File: config.mk
export PLATFORM = sky130hd
export DESIGN_NAME = pc_ctrl
export DESIGN_NICKNAME = d
export VERILOG_FILES = /design/src/rtl/pc_ctrl_pkg.sv /design/src/rtl/pc_ctrl_npc.sv /design/src/rtl/pc_ctrl.sv
export SDC_FILE = /design/constraint.sdc
export NUM_CORES = 1
export LEC_CHECK = 0
export ABC_AREA = 1
export CORE_UTILIZATION = 50
export CTS_BUF_LIST = sky130_fd_sc_hd__clkbuf_8 sky130_fd_sc_hd__clkbuf_16
export DETAILED_ROUTE_END_ITERATION = 7
export PLACE_DENSITY = 0.84
export SYNTH_ARGS = -nofsm -noshare
export SYNTH_HDL_FRONTEND = slang
export SYNTH_HIERARCHICAL = 1
export SYNTH_SLANG_ARGS = --single-unit
export TNS_END_PERCENT = 1
File: constraint.sdc
create_clock -name i_clk -period 3.2 [get_ports i_clk]
set_clock_uncertainty 0.15 [all_clocks]
set_input_delay 0.32 -clock i_clk [delete_from_list [all_inputs] [get_ports i_clk]]
set_output_delay 0.32 -clock i_clk [all_outputs]
set_load 0.01 [all_outputs]
File: src/rtl/pc_ctrl_pkg.sv
// Shared definitions for the fetch-PC controller: control-transfer encodings,
// default address map and small address helpers.
package pc_ctrl_pkg;

  // Control-transfer kind of the instruction sitting in D.
  typedef enum logic [1:0] {
    BOP_NONE   = 2'd0,
    BOP_BRANCH = 2'd1,
    BOP_JIDX   = 2'd2,
    BOP_JREG   = 2'd3
  } bop_e;

  // Default address map.
  localparam logic [31:0] RESET_PC_DFLT  = 32'h0000_3000;
  localparam logic [31:0] EXC_ENTRY_DFLT = 32'h0000_4180;
  localparam logic [31:0] IM_LO_DFLT     = 32'h0000_3000;
  localparam logic [31:0] IM_HI_DFLT     = 32'h0000_6ffc;

  // Instruction size in bytes.
  localparam logic [31:0] INSTR_BYTES = 32'd4;

  // Sign-extended, word-scaled branch displacement.
  function automatic logic [31:0] branch_disp(input logic [15:0] imm16);
    return {{14{imm16[15]}}, imm16, 2'b00};
  endfunction

  // Fetch address fault: misaligned or outside the inclusive window [lo, hi].
  function automatic logic fetch_fault(input logic [31:0] pc,
                                       input logic [31:0] lo,
                                       input logic [31:0] hi);
    logic w_misaligned;
    logic w_below;
    logic w_above;
    w_misaligned = (pc[1:0] != 2'b00);
    w_below      = (pc < lo);
    w_above      = (pc > hi);
    return w_misaligned | w_below | w_above;
  endfunction

endpackage

File: src/rtl/pc_ctrl_npc.sv
// Combinational D-stage target resolver: computes the control-transfer
// target, whether the transfer redirects fetch, and whether the D
// instruction is any control transfer at all (which marks a delay slot).
module npc_calc
  import pc_ctrl_pkg::*;
(
  input  logic [31:0] i_d_pc,
  input  logic [1:0]  i_d_bop,
  input  logic        i_d_cmp,
  input  logic [15:0] i_d_imm16,
  input  logic [25:0] i_d_imm26,
  input  logic [31:0] i_d_rs,
  output logic [31:0] o_target,
  output logic        o_redirect,
  output logic        o_is_cti
);

  logic [31:0] w_seq;
  logic [31:0] w_br_target;
  logic [31:0] w_j_target;

  // Sequential address after D and the two immediate-based targets; all
  // arithmetic wraps modulo 2^32, no overflow is ever trapped.
  always_comb begin
    w_seq       = i_d_pc + INSTR_BYTES;
    w_br_target = w_seq + branch_disp(i_d_imm16);
    w_j_target  = {w_seq[31:28], i_d_imm26, 2'b00};
  end

  // Select the target and decide redirect by transfer kind; the jump-register
  // target is passed through untouched so a bad address surfaces at fetch.
  always_comb begin
    o_target   = w_seq;
    o_redirect = 1'b0;
    o_is_cti   = 1'b0;
    case (bop_e'(i_d_bop))
      BOP_NONE: begin
        o_target   = w_seq;
        o_redirect = 1'b0;
        o_is_cti   = 1'b0;
      end
      BOP_BRANCH: begin
        o_target   = w_br_target;
        o_redirect = i_d_cmp;
        o_is_cti   = 1'b1;
      end
      BOP_JIDX: begin
        o_target   = w_j_target;
        o_redirect = 1'b1;
        o_is_cti   = 1'b1;
      end
      BOP_JREG: begin
        o_target   = i_d_rs;
        o_redirect = 1'b1;
        o_is_cti   = 1'b1;
      end
      default: begin
        o_target   = w_seq;
        o_redirect = 1'b0;
        o_is_cti   = 1'b0;
      end
    endcase
  end

endmodule

File: src/rtl/pc_ctrl.sv
// Fetch program-counter controller: holds F_pc and the delay-slot flag and
// arbitrates between reset, exception entry, ERET, stall, redirect and the
// sequential path. The address-error flag is decoded straight from F_pc.
module pc_ctrl
  import pc_ctrl_pkg::*;
#(
  parameter logic [31:0] RESET_PC  = RESET_PC_DFLT,
  parameter logic [31:0] EXC_ENTRY = EXC_ENTRY_DFLT,
  parameter logic [31:0] IM_LO     = IM_LO_DFLT,
  parameter logic [31:0] IM_HI     = IM_HI_DFLT
)
(
  input  logic        i_clk,
  input  logic        i_reset,
  input  logic        i_stall,
  input  logic [31:0] i_d_pc,
  input  logic [1:0]  i_d_bop,
  input  logic        i_d_cmp,
  input  logic [15:0] i_d_imm16,
  input  logic [25:0] i_d_imm26,
  input  logic [31:0] i_d_rs,
  input  logic        i_exc_req,
  input  logic        i_eret_req,
  input  logic [31:0] i_epc,
  output logic [31:0] o_f_pc,
  output logic        o_f_bd,
  output logic        o_f_adel
);

  logic [31:0] r_f_pc;
  logic        r_f_bd;
  logic [31:0] w_target;
  logic        w_redirect;
  logic        w_is_cti;
  logic [31:0] w_f_seq;

  npc_calc u_npc_calc (
    .i_d_pc     (i_d_pc),
    .i_d_bop    (i_d_bop),
    .i_d_cmp    (i_d_cmp),
    .i_d_imm16  (i_d_imm16),
    .i_d_imm26  (i_d_imm26),
    .i_d_rs     (i_d_rs),
    .o_target   (w_target),
    .o_redirect (w_redirect),
    .o_is_cti   (w_is_cti)
  );

  // Sequential fetch successor; wraps past the top of the address space.
  always_comb begin
    w_f_seq = r_f_pc + INSTR_BYTES;
  end

  // PC and delay-slot register update: reset, then exception, then ERET
  // (both able to break a stall), then stall hold, then redirect or +4.
  // The delay-slot flag follows any control transfer in D, taken or not.
  always_ff @(posedge i_clk) begin
    if (i_reset) begin
      r_f_pc <= RESET_PC;
      r_f_bd <= 1'b0;
    end else if (i_exc_req) begin
      r_f_pc <= EXC_ENTRY;
      r_f_bd <= 1'b0;
    end else if (i_eret_req) begin
      r_f_pc <= i_epc;
      r_f_bd <= 1'b0;
    end else if (i_stall) begin
      r_f_pc <= r_f_pc;
      r_f_bd <= r_f_bd;
    end else if (w_redirect) begin
      r_f_pc <= w_target;
      r_f_bd <= w_is_cti;
    end else begin
      r_f_pc <= w_f_seq;
      r_f_bd <= w_is_cti;
    end
  end

  // Address-error decode of the current fetch address; purely observational,
  // sequencing is left to the exception request that eventually follows.
  always_comb begin
    o_f_adel = fetch_fault(r_f_pc, IM_LO, IM_HI);
  end

  // Registered outputs.
  always_comb begin
    o_f_pc = r_f_pc;
    o_f_bd = r_f_bd;
  end

endmodule

== Word level (Yosys, flattened, before mapping) ==
Cells that the tools add are included.
Cells by class
  add/subtract/negate cells: 3
  $lt $le $gt $ge: 2
  equality and inequality tests: 5
  muxes and demuxes: 7
  bitwise logic cells: 2
  reduce and logical (&&, ||, !) cells: 6
Operator list (number)
  $pmux W32 S4: 1
  $mux W32: 3
  $add A32 B3 Y32 const B: 2
  $add A32 B32 Y32: 1
  $gt A32 B15 Y1 const B: 1
  $lt A32 B14 Y1 const B: 1
  $mux W15: 1
  $reduce_or A3 Y1: 2
  $eq A2 B2 Y1 const B: 2
  $reduce_or A2 Y1: 2
  $ne A3 B1 Y1 const B: 1
  $pmux W1 S3: 1
  $eq A2 B1 Y1 const B: 1
  $logic_not A2 Y1: 1
  $ne A2 B1 Y1 const B: 1
  $or A1 B1 Y1: 2
  $pmux W1 S2: 1
  $reduce_bool A2 Y1: 1
Storage, ports and cells
  register bits after elaboration: 33
  bits of input ports: 146

== Logic depth before layout (Yosys ltp) ==
Gate-level depths: netlist of the first run.
  word-level depth: 7
  depth in mapped cells: 24

== By module ==
The synthesis of the first run kept the hierarchy.
Modules (own cells, without submodules)
  npc_calc: times used 1, cells an instance 712, area an instance 3631.0 um^2, sequential area each 0.0 um^2
  pc_ctrl: times used 1, cells an instance 396, area an instance 2499.9 um^2, sequential area each 660.6 um^2

== Worst setup path before layout of the first run ==
OpenSTA, ideal clock, no wires.
  path type: input to register
  start point: input i_d_pc[2]
  end point: register r_f_pc[21] (netlist: o_f_pc[21])
  arrival: 2728 ps
  required time: 2926 ps
  slack: 198 ps
  cell stages on the path: 22
  path buffers: 0
  cell sequence: ha_1 > nand2_1 > inv_1 > nand2_1 > nor2_4 > nand2_1 > nor4_2 > nand2_1 > nand2_1 > inv_1 > ha_1 > nand2_1 > nor2_1 > inv_1 > nor3_1 > nand4_1 > nand3_1 > nand2_1 > nand3_1 > nand3b_1 > a221oi_1 > a21oi_1
On the way
  longest elaborated chain between the ends: 6
Ends and longest elaborated chain
  start: declaration: RTL line pc_ctrl.sv:16  | input logic [31:0] i_d_pc,
  $add A32 B3 Y32 *: RTL line pc_ctrl_npc.sv:25  | w_seq = i_d_pc + INSTR_BYTES;
  $add A32 B32 Y32: RTL line pc_ctrl_npc.sv:26  | w_br_target = w_seq + branch_disp(i_d_imm16);
  $pmux W32 S4 *: RTL line pc_ctrl_npc.sv:36  | case (bop_e'(i_d_bop))
  via w_target[21]: RTL line pc_ctrl.sv:32  | logic [31:0] w_target;
  $mux W32 *: RTL line pc_ctrl.sv:70  | end else if (w_redirect) begin
  $mux W32 *: RTL line pc_ctrl.sv:67  | end else if (i_stall) begin
  $mux W32 *: RTL line pc_ctrl.sv:64  | end else if (i_eret_req) begin
  end signal: assignment: RTL line pc_ctrl.sv:65  | r_f_pc <= i_epc;
  end signal: assignment: RTL line pc_ctrl.sv:68  | r_f_pc <= r_f_pc;
  end signal: assignment: RTL line pc_ctrl.sv:71  | r_f_pc <= w_target;
  end: declaration: RTL line pc_ctrl.sv:30  | logic [31:0] r_f_pc;
The timed path passes the listed nets; every way through them passes the cells marked *. The select of a mux whose other input is x is not followed.
A chain may end at the register's enable or synchronous reset.

== Final worst setup path of the first run ==
  start point: input i_d_pc[2]
  end point: register r_f_pc[9] (netlist: o_f_pc[9])
The elaborated chain is that of the path after synthesis.

==> impl_results.md, run 1 <==
* H-tree levels at 2
* Die Ht at around 110 µm
* Worst Hold Class: reg2reg
* PwrDens at roughly 240 mW/mm²
* Synth-to-layout area growth at 69.76%
* Syn_nets at 1290
* Relative slew slack at 37.89%
* Seq/Total Area, Yosys at a little over a tenth
* Worst slew pin tran at about 0.93 ns
* Startpoint class of the critical path: input pin
* Die area at between 0.01 and 0.015 mm²
* Switching power at 0.9980 mW
* Row count at 40
* Worst-skew pair later-pin latency at around 0.29 ns
* # hold bufs at CTS at 0
* Synth top area cells: nand2_1 (23%), dfxtp_1 (11%), inv_1 (7.9%)
* Worst EP arrival at around 3.5 ns
* Gr ovfl total at 0
* Post-synth EDFFs at 0
* RSZ-0062 raised after global routing: true
* Final hold violation count at 0
* Area of the multi-input gates at around 0.0056 mm²
* Leak at roughly 5 nW
* Switching share of power at between 30% and 40%
* Yosys warnings at 6
* Iter 0 DRT Violations at 1542
* Slew Viols, Final at 0
* Post-Synthesis Cells at ~1.1k
* Ys async rst share at 0%
* Netlist Area Pre-Place at 0.006131 mm²
* Most frequent cell after synthesis: nand2_1
* Final period util at 109.8%
* Clk pin slew, worst setup/hold paths at approximately 0.06 ns
* Largest net degree at the start of global routing at 31
* Number of remaining DRC errors at 0
* Worst VDD drop at around 290 µV
* Fmax at approximately 280 MHz
* Failing checks: negative setup slack
* Synth top area share at between 20% and 30%
* Clock Sinks at 33
* Nets at 1644
* All-Layer GR Usage at 42.73%
* Critical path endpoint category: flop
* Avg WL per Cell at roughly 20 µm
* Drt via density at 6.130
* Dpl hpwl at between 20000 and 25000 µm
* # setup viols final at 21
* Clock share of power at between 20 and 25%
* Root buffer cell: clkbuf_16
* Worst hold slack at just over 0.4 ns
* Top FF cell, synth: dfxtp_1
* Max Buffers Root-to-Sink at 2
* I/O pin count at between 150 and 200
* Part of the power in combinational logic at between 50% and 60%
* Sequential share of power at a little under a fifth
* Die X at approximately 110 µm
* Initial antenna violation count at 2
* CP max FO at 3
* Clock buffer count from CTS at 5
* Synthesized flop and latch total at 33
* Drt total wl at between 30000 and 40000 µm
* Vias in the first global route at 8712
* Post-route ant nets at 0
* Vias at 9881
* Starting Density at 51.26%
* Sequential Area at 660.6 µm²
* WS Path Type: in2reg
* Core footprint at 0.01196 mm²
* Post-route cell area at ~0.010 mm²
* Unique cell type count in the Yosys netlist at 49
* Maxcap violations at 0
* Synth area leader: nand2_1
* Area post-placement at 0.009158 mm²
* Buffers on Ports at around 180
* Gp weighted congestion at ~1
* Minimum clock period at 3.515 ns
* Setup WS pre-CTS at -0.8882 ns
* Status: complete, but fails checks
* Layout cells sized above 1 at around 28%
* Filler cells at around 730
* Worst setup margin at -0.3148 ns
* Required time worst endpoint at between 3 and 4 ns
* Int Power at roughly 1.5 mW
* First-pass GRT wire length at approximately 43000 µm
* Post-synth top cells: nand2_1 (374), inv_1 (129), nor2_1 (99), nand3_1 (77), a21oi_1 (64)
* Drt first pass iters at 8
* CTS tree: done
* Mean post-synth cell area at 5.533 µm²
## cells in the final DEF (no fill, tap or decap), drive strengths merged, types with 10 or more instances in the layout
cell	netlist	final
a21oi	64	64
a221oi	23	23
a22o	10	10
buf	15	206
clkbuf	13	18
clkdlybuf4s50	0	153
dfxtp	33	33
ha	35	35
inv	136	137
nand2	391	391
nand3	78	78
nand3b	10	10
nand4	31	31
nor2	122	122
nor3	14	14
o21ai	56	56
xnor2	13	13
xor2	18	18
## layout make-up
type | count | share of cell area (%)
flip-flops and latches | 33 | 6.348
clock inverters | 2 | 0.3246
clock buffers | 6 | 1.334
repair buffers | 375 | 31.22
inverters | 136 | 4.953
multi-input cells | 911 | 54.00
well taps | 147 | 1.767
diodes | 2 | 0.04809
## worst max-delay path, stage by stage
cell      delay (ns)
buf_6           0.11
ha_4            0.16
nand2_2         0.08
inv_2           0.07
buf_4           0.13
nor2_1          0.52
ha_1            0.40
inv_1           0.10
nand2_1         0.07
and2_1          0.17
nand2_1         0.08
nand2_2         0.07
buf_4           0.14
or2_2           0.27
nand3_1         0.09
nand4_1         0.31
a221oi_2        0.33
a21oi_1         0.11
## sequential cells by signal, indices dropped and copies added, names as in the netlist, named ones only
register and flops:
o_f_bd 1, o_f_pc 30
## kinds of logic (layout without fill, tap and decap cells)
logic type,after synthesis,after routing,share of synthesized area [%]
compound gates,181,181,18.04
xor+xnor,31,31,4.551
fa+ha+maj,36,36,7.469
buf+inv,164,519,10.41
flops,33,33,10.78
mux,1,1,0.1633
other cells,0,2,0
simple gates,662,662,48.59
## stage by stage
stage | setup TNS, ns | cells | util [%] | power (mW)
4_1_cts | -0.02265 | 1583 | 81.79 | 2.270
3_5_place_dp | -15.61 | 1561 | 76.56 | 1.631
6_report | -2.707 | 1612 | 87.01 | 2.497
2_1_floorplan | 0 | 1108 | - | 1.017
5_1_grt | -6.464 | 1611 | 86.99 | 2.600
3_3_place_gp | -13.96 | 1561 | 76.56 | 1.616
## what timing repair did
action                     CTS  global route
resized for setup          116           169
pin swaps                   42            77
setup endpoints to repair   24            23
setup buffers               14            28
gates cloned                 0             0
## power by group through the flow
stage                     sequential [mW]  clock [mW]  combinational [mW]
after CTS                           0.473       0.572                1.22
after global placement              0.481           0                1.13
after detailed placement            0.482           0                1.15
after global routing                0.478       0.592                1.53
final                               0.475       0.577                1.44
after floorplan                     0.482           0               0.535
## worst paths after layout
check / startpoint / endpoint / slack, ns / cells past startpoint
worst min-delay path: o_f_bd / o_f_bd / 0.40 / 2
worst max-delay path: i_d_pc[2] / o_f_pc[9] / -0.31 / 18
worst max register to register: o_f_pc[10] / o_f_pc[29] / 1.29 / 8
worst min register to register: o_f_bd / o_f_bd / 0.40 / 2
## layer usage
layer	track usage [%]	part of all wire, %	up-vias
met3	9.534	14	256
met1	49.79	34	4415
li1	-	-	4372
met4	22.13	8.0	2
met5	0	0.16	-
met2	73.42	44	836
Power figures use the tool's default switching activity.
==> run 2, diff against run 1 <==
Settings changed: CORE_ASPECT_RATIO from default to 0.5, MAX_ROUTING_LAYER from default to met4.
==> impl_results.md, run 2 <==
* Status: aborted with a tool error
* Failed at: 5_1_grt
* Tool Error: [ERROR GRT-0232] Routing congestion too high. Check the congestion heatmap in the GUI.
* Row count at 28
* Post-synth EDFFs at 0
* Max Buffers Root-to-Sink at 2
* Die Ht at 80.30 µm
* Most frequent cell after synthesis: nand2_1
* Worst EP Category: sequential cell input
* Starting Density at between 50% and 60%
* Gr ovfl total at about 160
* Seq/Total Area, Yosys at a little over a tenth
* Post-synth top cells: nand2_1 (374), inv_1 (129), nor2_1 (99), nand3_1 (77), a21oi_1 (64)
* Die X at 158.6 µm
* Dpl hpwl at about 23000 µm
* Synth top area cells: nand2_1 (23%), dfxtp_1 (11%), inv_1 (7.9%)
* Root buffer cell: clkbuf_16
* H-tree levels at 2
* Yosys warnings at 6
* Gp weighted congestion at roughly 1.1
* Area post-placement at a little over 0.009 mm²
* Worst EP post-GRT repair: o_f_pc[28]$_SDFFE_PP0P_/D
* Mean post-synth cell area at 5.533 µm²
* Post-Synthesis Cells at 1108
* Setup WS pre-CTS at -0.9887 ns
* Syn_nets at 1290
* Buffers on Ports at approximately 180
* Largest net degree at the start of global routing at 33
* Unique cell type count in the Yosys netlist at roughly 50
* Synth area leader: nand2_1
* # hold bufs at CTS at 0
* Top FF cell, synth: dfxtp_1
* Clock buffer count from CTS at 5
* Synthesized flop and latch total at 33
* Netlist Area Pre-Place at around 0.0061 mm²
* Clock Sinks at 33
* I/O pin count at 180
* Synth top area share at 22.90%
* Ys async rst share at 0%
* All-Layer GR Usage at a little under nine tenths
[run 2: cell counts after synthesis]
No cell type changed its count.
[run 2: through the flow]
| step | TNS (ns) | util [%] | std cells |
|---|---|---|---|
| 4_1_cts | 0 | 89.11 | 1642 |
| 3_5_place_dp | -19.36 | 78.69 | 1601 |
| 3_3_place_gp | -15.93 | 78.69 | 1601 |
| 2_1_floorplan | 0 | - | 1108 |
[run 2: logic make-up after synthesis]
| family | share of synthesized area [%] |
|---|---|
| and+or+nand+nor | 48.59 |
| AOI/OAI and AO/OA | 18.04 |
| buffers and inverters | 10.41 |
| adders and majority gates | 7.469 |
| DFF | 10.78 |
| xor gates and xnor gates | 4.551 |
| muxes | 0.1633 |
[run 2: repair_timing]
action                     in CTS
resized for setup             219
gates cloned                    0
pin swaps                      91
buffers inserted               33
setup endpoints to repair      25
[run 2: per-layer routing]
layer | GRT overflow | global-route usage [%]
met1 | 7 | 84.95
met2 | 93 | 98.55
met3 | 9 | 69.51
met4 | 55 | 88.17
met5 | - | -
==> run 3, diff against run 2 <==
Settings changed: CORE_ASPECT_RATIO 0.5 to default, CORE_UTILIZATION 50 to 40, CTS_BUF_LIST sky130_fd_sc_hd__clkbuf_8 sky130_fd_sc_hd__clkbuf_16 to default, MAX_ROUTING_LAYER met4 to default, PLACE_DENSITY 0.84 to default, PLACE_DENSITY_LB_ADDON from default to 0.15.
==> impl_results.md, run 3 (synthesis results as in run 1) <==
* Largest net degree at the start of global routing at 31
* WS Path Type: in2reg
* Clock buffer count from CTS at 5
* Worst hold slack at between 0.4 and 0.5 ns
* H-tree levels at 2
* Worst Hold Class: reg2reg
* Startpoint class of the critical path: input pin
* Most common cell after layout, fill and taps aside: nand2_1
* Clk pin slew, worst setup/hold paths at 0.06 ns
* Maxcap violations at 0
* Worst VDD drop at about 240 µV
* Initial antenna violation count at 0
* Starting Density at between 40 and 50%
* Core footprint at between 0.01 and 0.015 mm²
* PwrDens at ~220 mW/mm²
* Fmax at 318.5 MHz
* # setup viols final at 0
* Buffers on Ports at approximately 180
* # hold bufs at CTS at 0
* Die area at between 0.015 and 0.02 mm²
* Max reg flops at 30
* Leak at approximately 5.0 nW
* I/O pin count at 180
* Die Ht at about 130 µm
* RSZ-0062 raised after global routing: true
* Worst-skew pair later-pin latency at approximately 0.29 ns
* Required time worst endpoint at 3.22 ns
* Synth-to-layout area growth at 74.49%
* Layout cells sized above 1 at 30.45%
* Dpl hpwl at 21820 µm
* Drt via density at between 5 and 6
* Post-route ant nets at 0
* Clock share of power at 20.6%
* Root buffer cell: clkbuf_16
* Final period util at between 90% and 100%
* Tot Pwr at approximately 2.4 mW
* Drt total wl at roughly 28000 µm
* Worst slew pin tran at 0.9744 ns
* Die X at 125.8 µm
* Row count at between 40 and 50
* Number of remaining DRC errors at 0
* Worst path cell trace: buf_8 > ha_4 > nand2_2 > inv_2 > nand2_2 > inv_2 > nand2_2 > inv_2 > nand4_1 > xor2_2 > ha_4 > buf_4 > nand2_4 > nor2_4 > buf_4 > nand2_1 > inv_1 > nand3_1 > nand3_1 > nand2_1 > nand3_1 > nand3b_1 > a221oi_2 > a21oi_1
* Gp weighted congestion at between 1 and 1.5
* All-Layer GR Usage at roughly a third
* Antenna diodes at 0
* Iter 0 DRT Violations at approximately 730
* Clock Sinks at 33
* Relative slew slack at approximately a third
* Gr ovfl total at 0
* Part of the power in combinational logic at roughly three fifths
* Vias in the first global route at 8434
* Nets at around 1.7k
* Worst EP arrival at roughly 3.2 ns
* Int Power at about 1.4 mW
* Crit-path max cell delay at ~0.30 ns
* Switching share of power at between 40 and 50%
* Drt first pass iters at 6
* Vias at 8952
* Sequential share of power at 20.1%
* Critical path endpoint category: flop
* Max Buffers Root-to-Sink at 2
* CP max FO at 3
* Status: completed
* Avg WL per Cell at about 17 µm
* Switching power at about 0.95 mW
* Slowest cell on crit path: ha_4
* First-pass GRT wire length at about 43000 µm
* Commonest non-fill, non-tap cells in the layout: nand2_1 (334), buf_4 (197), clkdlybuf4s50_1 (154), inv_1 (118), nor2_1 (73)
* Minimum clock period at 3.139 ns
* Slew Viols, Final at 0
* Post-layout utilization of the core at between 70% and 80%
* CTS tree: done
* Final hold violation count at 0
## run 3: path summary, 6_finish.rpt
| check | startpoint | endpoint | slack, ns | cells past startpoint |
|---|---|---|---|---|
| worst min register to register | flop | flop | 0.44 | 2 |
| worst max-delay path | i_d_pc[3] | o_f_pc[25] | 0.06 | 24 |
| worst max register to register | o_f_pc[3] | o_f_pc[28] | 1.38 | 10 |
| worst min-delay path | flop | flop | 0.44 | 2 |
## run 3: layout make-up
cell class                      instances  area, µm²
Multi-Input combinational cell        911       5725
Fill cell                            1268       4056
Timing Repair Buffer                  390       3421
Sequential cell                        33      660.6
Inverter                              136      518.0
Tap cell                              184      230.2
Clock buffer                            5      125.1
Clock inverter                          3      17.52
## run 3: metal layers
metal | global-route usage (%) | wire, µm | vias to the layer above | part of all wire [%]
met5 | 0 | 0 | - | 0
met4 | 10.70 | 901 | 0 | 3.2
met1 | 47.98 | 12490 | 4081 | 45
li1 | - | - | 4397 | -
met2 | 55.13 | 12300 | 413 | 44
met3 | 4.376 | 2087 | 61 | 7.5
## run 3: power groups by stage
| stage | clock network [mW] | logic [mW] | registers [mW] |
|---|---|---|---|
| 2_1_floorplan | 0 | 0.535 | 0.482 |
| 3_3_place_gp | 0 | 1.18 | 0.483 |
| 3_5_place_dp | 0 | 1.18 | 0.482 |
| 4_1_cts | 0.480 | 1.30 | 0.474 |
| 5_1_grt | 0.504 | 1.51 | 0.480 |
| 6_report | 0.486 | 1.40 | 0.474 |
## run 3: through the flow
step	TNS (ns)	setup slack, ns	std cells	cell area, µm²
after floorplan	0	0.1980	1108	6131
after global placement	-14.90	-0.8523	1621	9402
after detailed placement	-15.37	-0.8594	1621	9402
after CTS	-0.5077	-0.1480	1649	10290
after global routing	-0.6191	-0.1278	1662	10700
final	0	0.06067	1662	10700
## run 3: critical path: cells and delay by family
kind | cells | cell delay, ns
AO/OA/AOI/OAI | 2 | 0.37
XOR/XNOR | 1 | 0.25
adder cells (fa/ha/maj) | 2 | 0.43
buffers and inverters | 7 | 0.63
AND/OR/NAND/NOR | 12 | 1.14
## run 3: repair_timing
action                                  in CTS  in global routing
pin swaps                                   44                 74
gates resized for setup                    148                131
endpoints found under the hold margin        0                  0
setup buffers                               20                 13
endpoints found under the setup margin      22                 22
==> run 4, diff against run 3 <==
Settings changed: CORE_ASPECT_RATIO from default to 1.4.
==> impl_results.md, run 4 (synthesis results as in run 1) <==
* WS Path Type: in2reg
* Post-Layout Cell Count at 1664
* Part of the power in combinational logic at 58.2%
* Clk pin slew, worst setup/hold paths at 0.05 ns
* Required time worst endpoint at ~3.2 ns
* Status: completed
* Placed cells at 1618
* Gr ovfl total at 0
* Gp weighted congestion at around 0.96
* Worst VDD drop at roughly 280 µV
* Dpl hpwl at approximately 21000 µm
* Startpoint class of the critical path: input pin
* Most common cell after layout, fill and taps aside: nand2_1
* Minimum clock period at 3.170 ns
* Drt via density at 5.266
* Die area at 0.01583 mm²
* Fin Setup TNS at 0 ns
* Fmax at about 320 MHz
* Drt first pass iters at 5
* Buffers on Ports at 179
* Critical path endpoint category: flop
* Max reg flops at 30
* CP max FO at 4
* Nets at 1653
* All-Layer GR Usage at 32.95%
* Worst r2r src: o_f_pc[14]
* Sequential share of power at about 20%
* Hold Startpoint: o_f_bd
* Commonest non-fill, non-tap cells in the layout: nand2_1 (336), buf_4 (196), clkdlybuf4s50_1 (154), inv_1 (122), nor2_1 (75)
* Worst setup margin at about 0.03 ns
* Final hold violation count at 0
* H-tree levels at 2
* Largest net degree at the start of global routing at 33
* # hold bufs at CTS at 0
* FF-to-FF setup slack at 1.30 ns
* Worst hold slack at slightly below 0.4 ns
* I/O pin count at 180
* # setup viols final at 0
* Clock buffer count from CTS at 5
* Core footprint at about 0.015 mm²
* Initial antenna violation count at 1
* Maxcap violations at 0
* Slew Viols, Final at 0
* Relative slew slack at about 28%
* Post-route cell area at ~0.011 mm²
* Die X at around 110 µm
* Int Power at approximately 1.4 mW
* Max Buffers Root-to-Sink at 2
* Die Ht at approximately 150 µm
* Row count at 53
* CTS tree: done
* Clock Sinks at 33
* Post-route ant nets at 0
* Vias at around 8.8k
* Final period util at a little under 100%
* Switching share of power at 38.67%
* First-pass GRT wire length at ~41000 µm
* PwrDens at approximately 220 mW/mm²
* Worst Hold Class: reg2reg
* RSZ-0062 raised after global routing: true
* Root buffer cell: clkbuf_16
* Leak at 5.005 nW
* Vias in the first global route at slightly above 8k
* Worst-skew pair later-pin latency at ~0.28 ns
* Drt total wl at between 20000 and 30000 µm
* Layout cells sized above 1 at 27.74%
* Area post-placement at 0.009304 mm²
* Worst EP arrival at 3.18 ns
* Setup WS pre-CTS at -0.8924 ns
* Clock share of power at between 20% and 30%
* Switching power at between 0.8 and 0.9 mW
* Avg WL per Cell at 16.13 µm
* Worst setup path startpoint: i_d_pc[4]
* Worst slew pin tran at between 1 and 1.5 ns
* Synth-to-layout area growth at 71.82%
* Number of remaining DRC errors at 0
* Starting Density at roughly two fifths
* Iter 0 DRT Violations at 573
-- run 4: final timing paths --
kind | end | depth (start not counted)
max reg2reg | o_f_pc[15] | 7
max | o_f_pc[29] | 22
min | o_f_bd | 2
min reg2reg | o_f_bd | 2
-- run 4: area by class of cell --
cell class	count	area, µm²
Tap cell	192	240.2
Timing Repair Buffer	384	3358
Clock buffer	7	142.6
Sequential cell	33	660.6
Fill cell	1330	4453
Multi-Input combinational cell	911	5617
Antenna cell	1	2.502
Inverter	136	513.0
-- run 4: stage by stage --
step	total power, mW	util [%]
2_1_floorplan	1.017	-
3_3_place_gp	1.619	62.08
3_5_place_dp	1.626	62.08
4_1_cts	2.204	67.37
5_1_grt	2.441	70.29
6_report	2.299	70.29
-- run 4: repair_timing --
item | CTS | global route
buffers inserted | 25 | 14
pin swaps | 40 | 61
endpoints found under the setup margin | 24 | 23
hold endpoints to repair | 0 | 0
gates resized for setup | 118 | 124
-- run 4: power by group through the flow --
| stage | registers [mW] | logic (mW) | clock network, mW |
|---|---|---|---|
| 2_1_floorplan | 0.482 | 0.535 | 0 |
| 3_3_place_gp | 0.482 | 1.14 | 0 |
| 3_5_place_dp | 0.482 | 1.14 | 0 |
| 4_1_cts | 0.473 | 1.24 | 0.489 |
| 5_1_grt | 0.478 | 1.45 | 0.514 |
| 6_report | 0.474 | 1.34 | 0.486 |
-- run 4: critical path, cell delays in order --
cell      delay (ns)
buf_2           0.14
nand2_4         0.07
nor2_8          0.08
buf_4           0.13
nand2_4         0.07
nor2_8          0.16
inv_2           0.06
nor2_4          0.13
nand2_4         0.08
xnor2_4         0.17
ha_4            0.32
nand2_4         0.07
nor2_4          0.12
nand2_2         0.09
nor4_2          0.24
nand2_1         0.17
nand2_1         0.11
nand2_1         0.07
nand3_2         0.07
nand3_2         0.09
a221oi_2        0.30
a21oi_1         0.12
-- run 4: layer usage --
layer	share of wire [%]	track usage, %	wire length [µm]	vias to the layer above
met4	4.8	14.86	1281	0
met2	52	62.16	13960	327
met5	0	0	0	-
met3	4.5	1.840	1218	81
li1	-	-	-	4385
met1	39	37.49	10380	3970
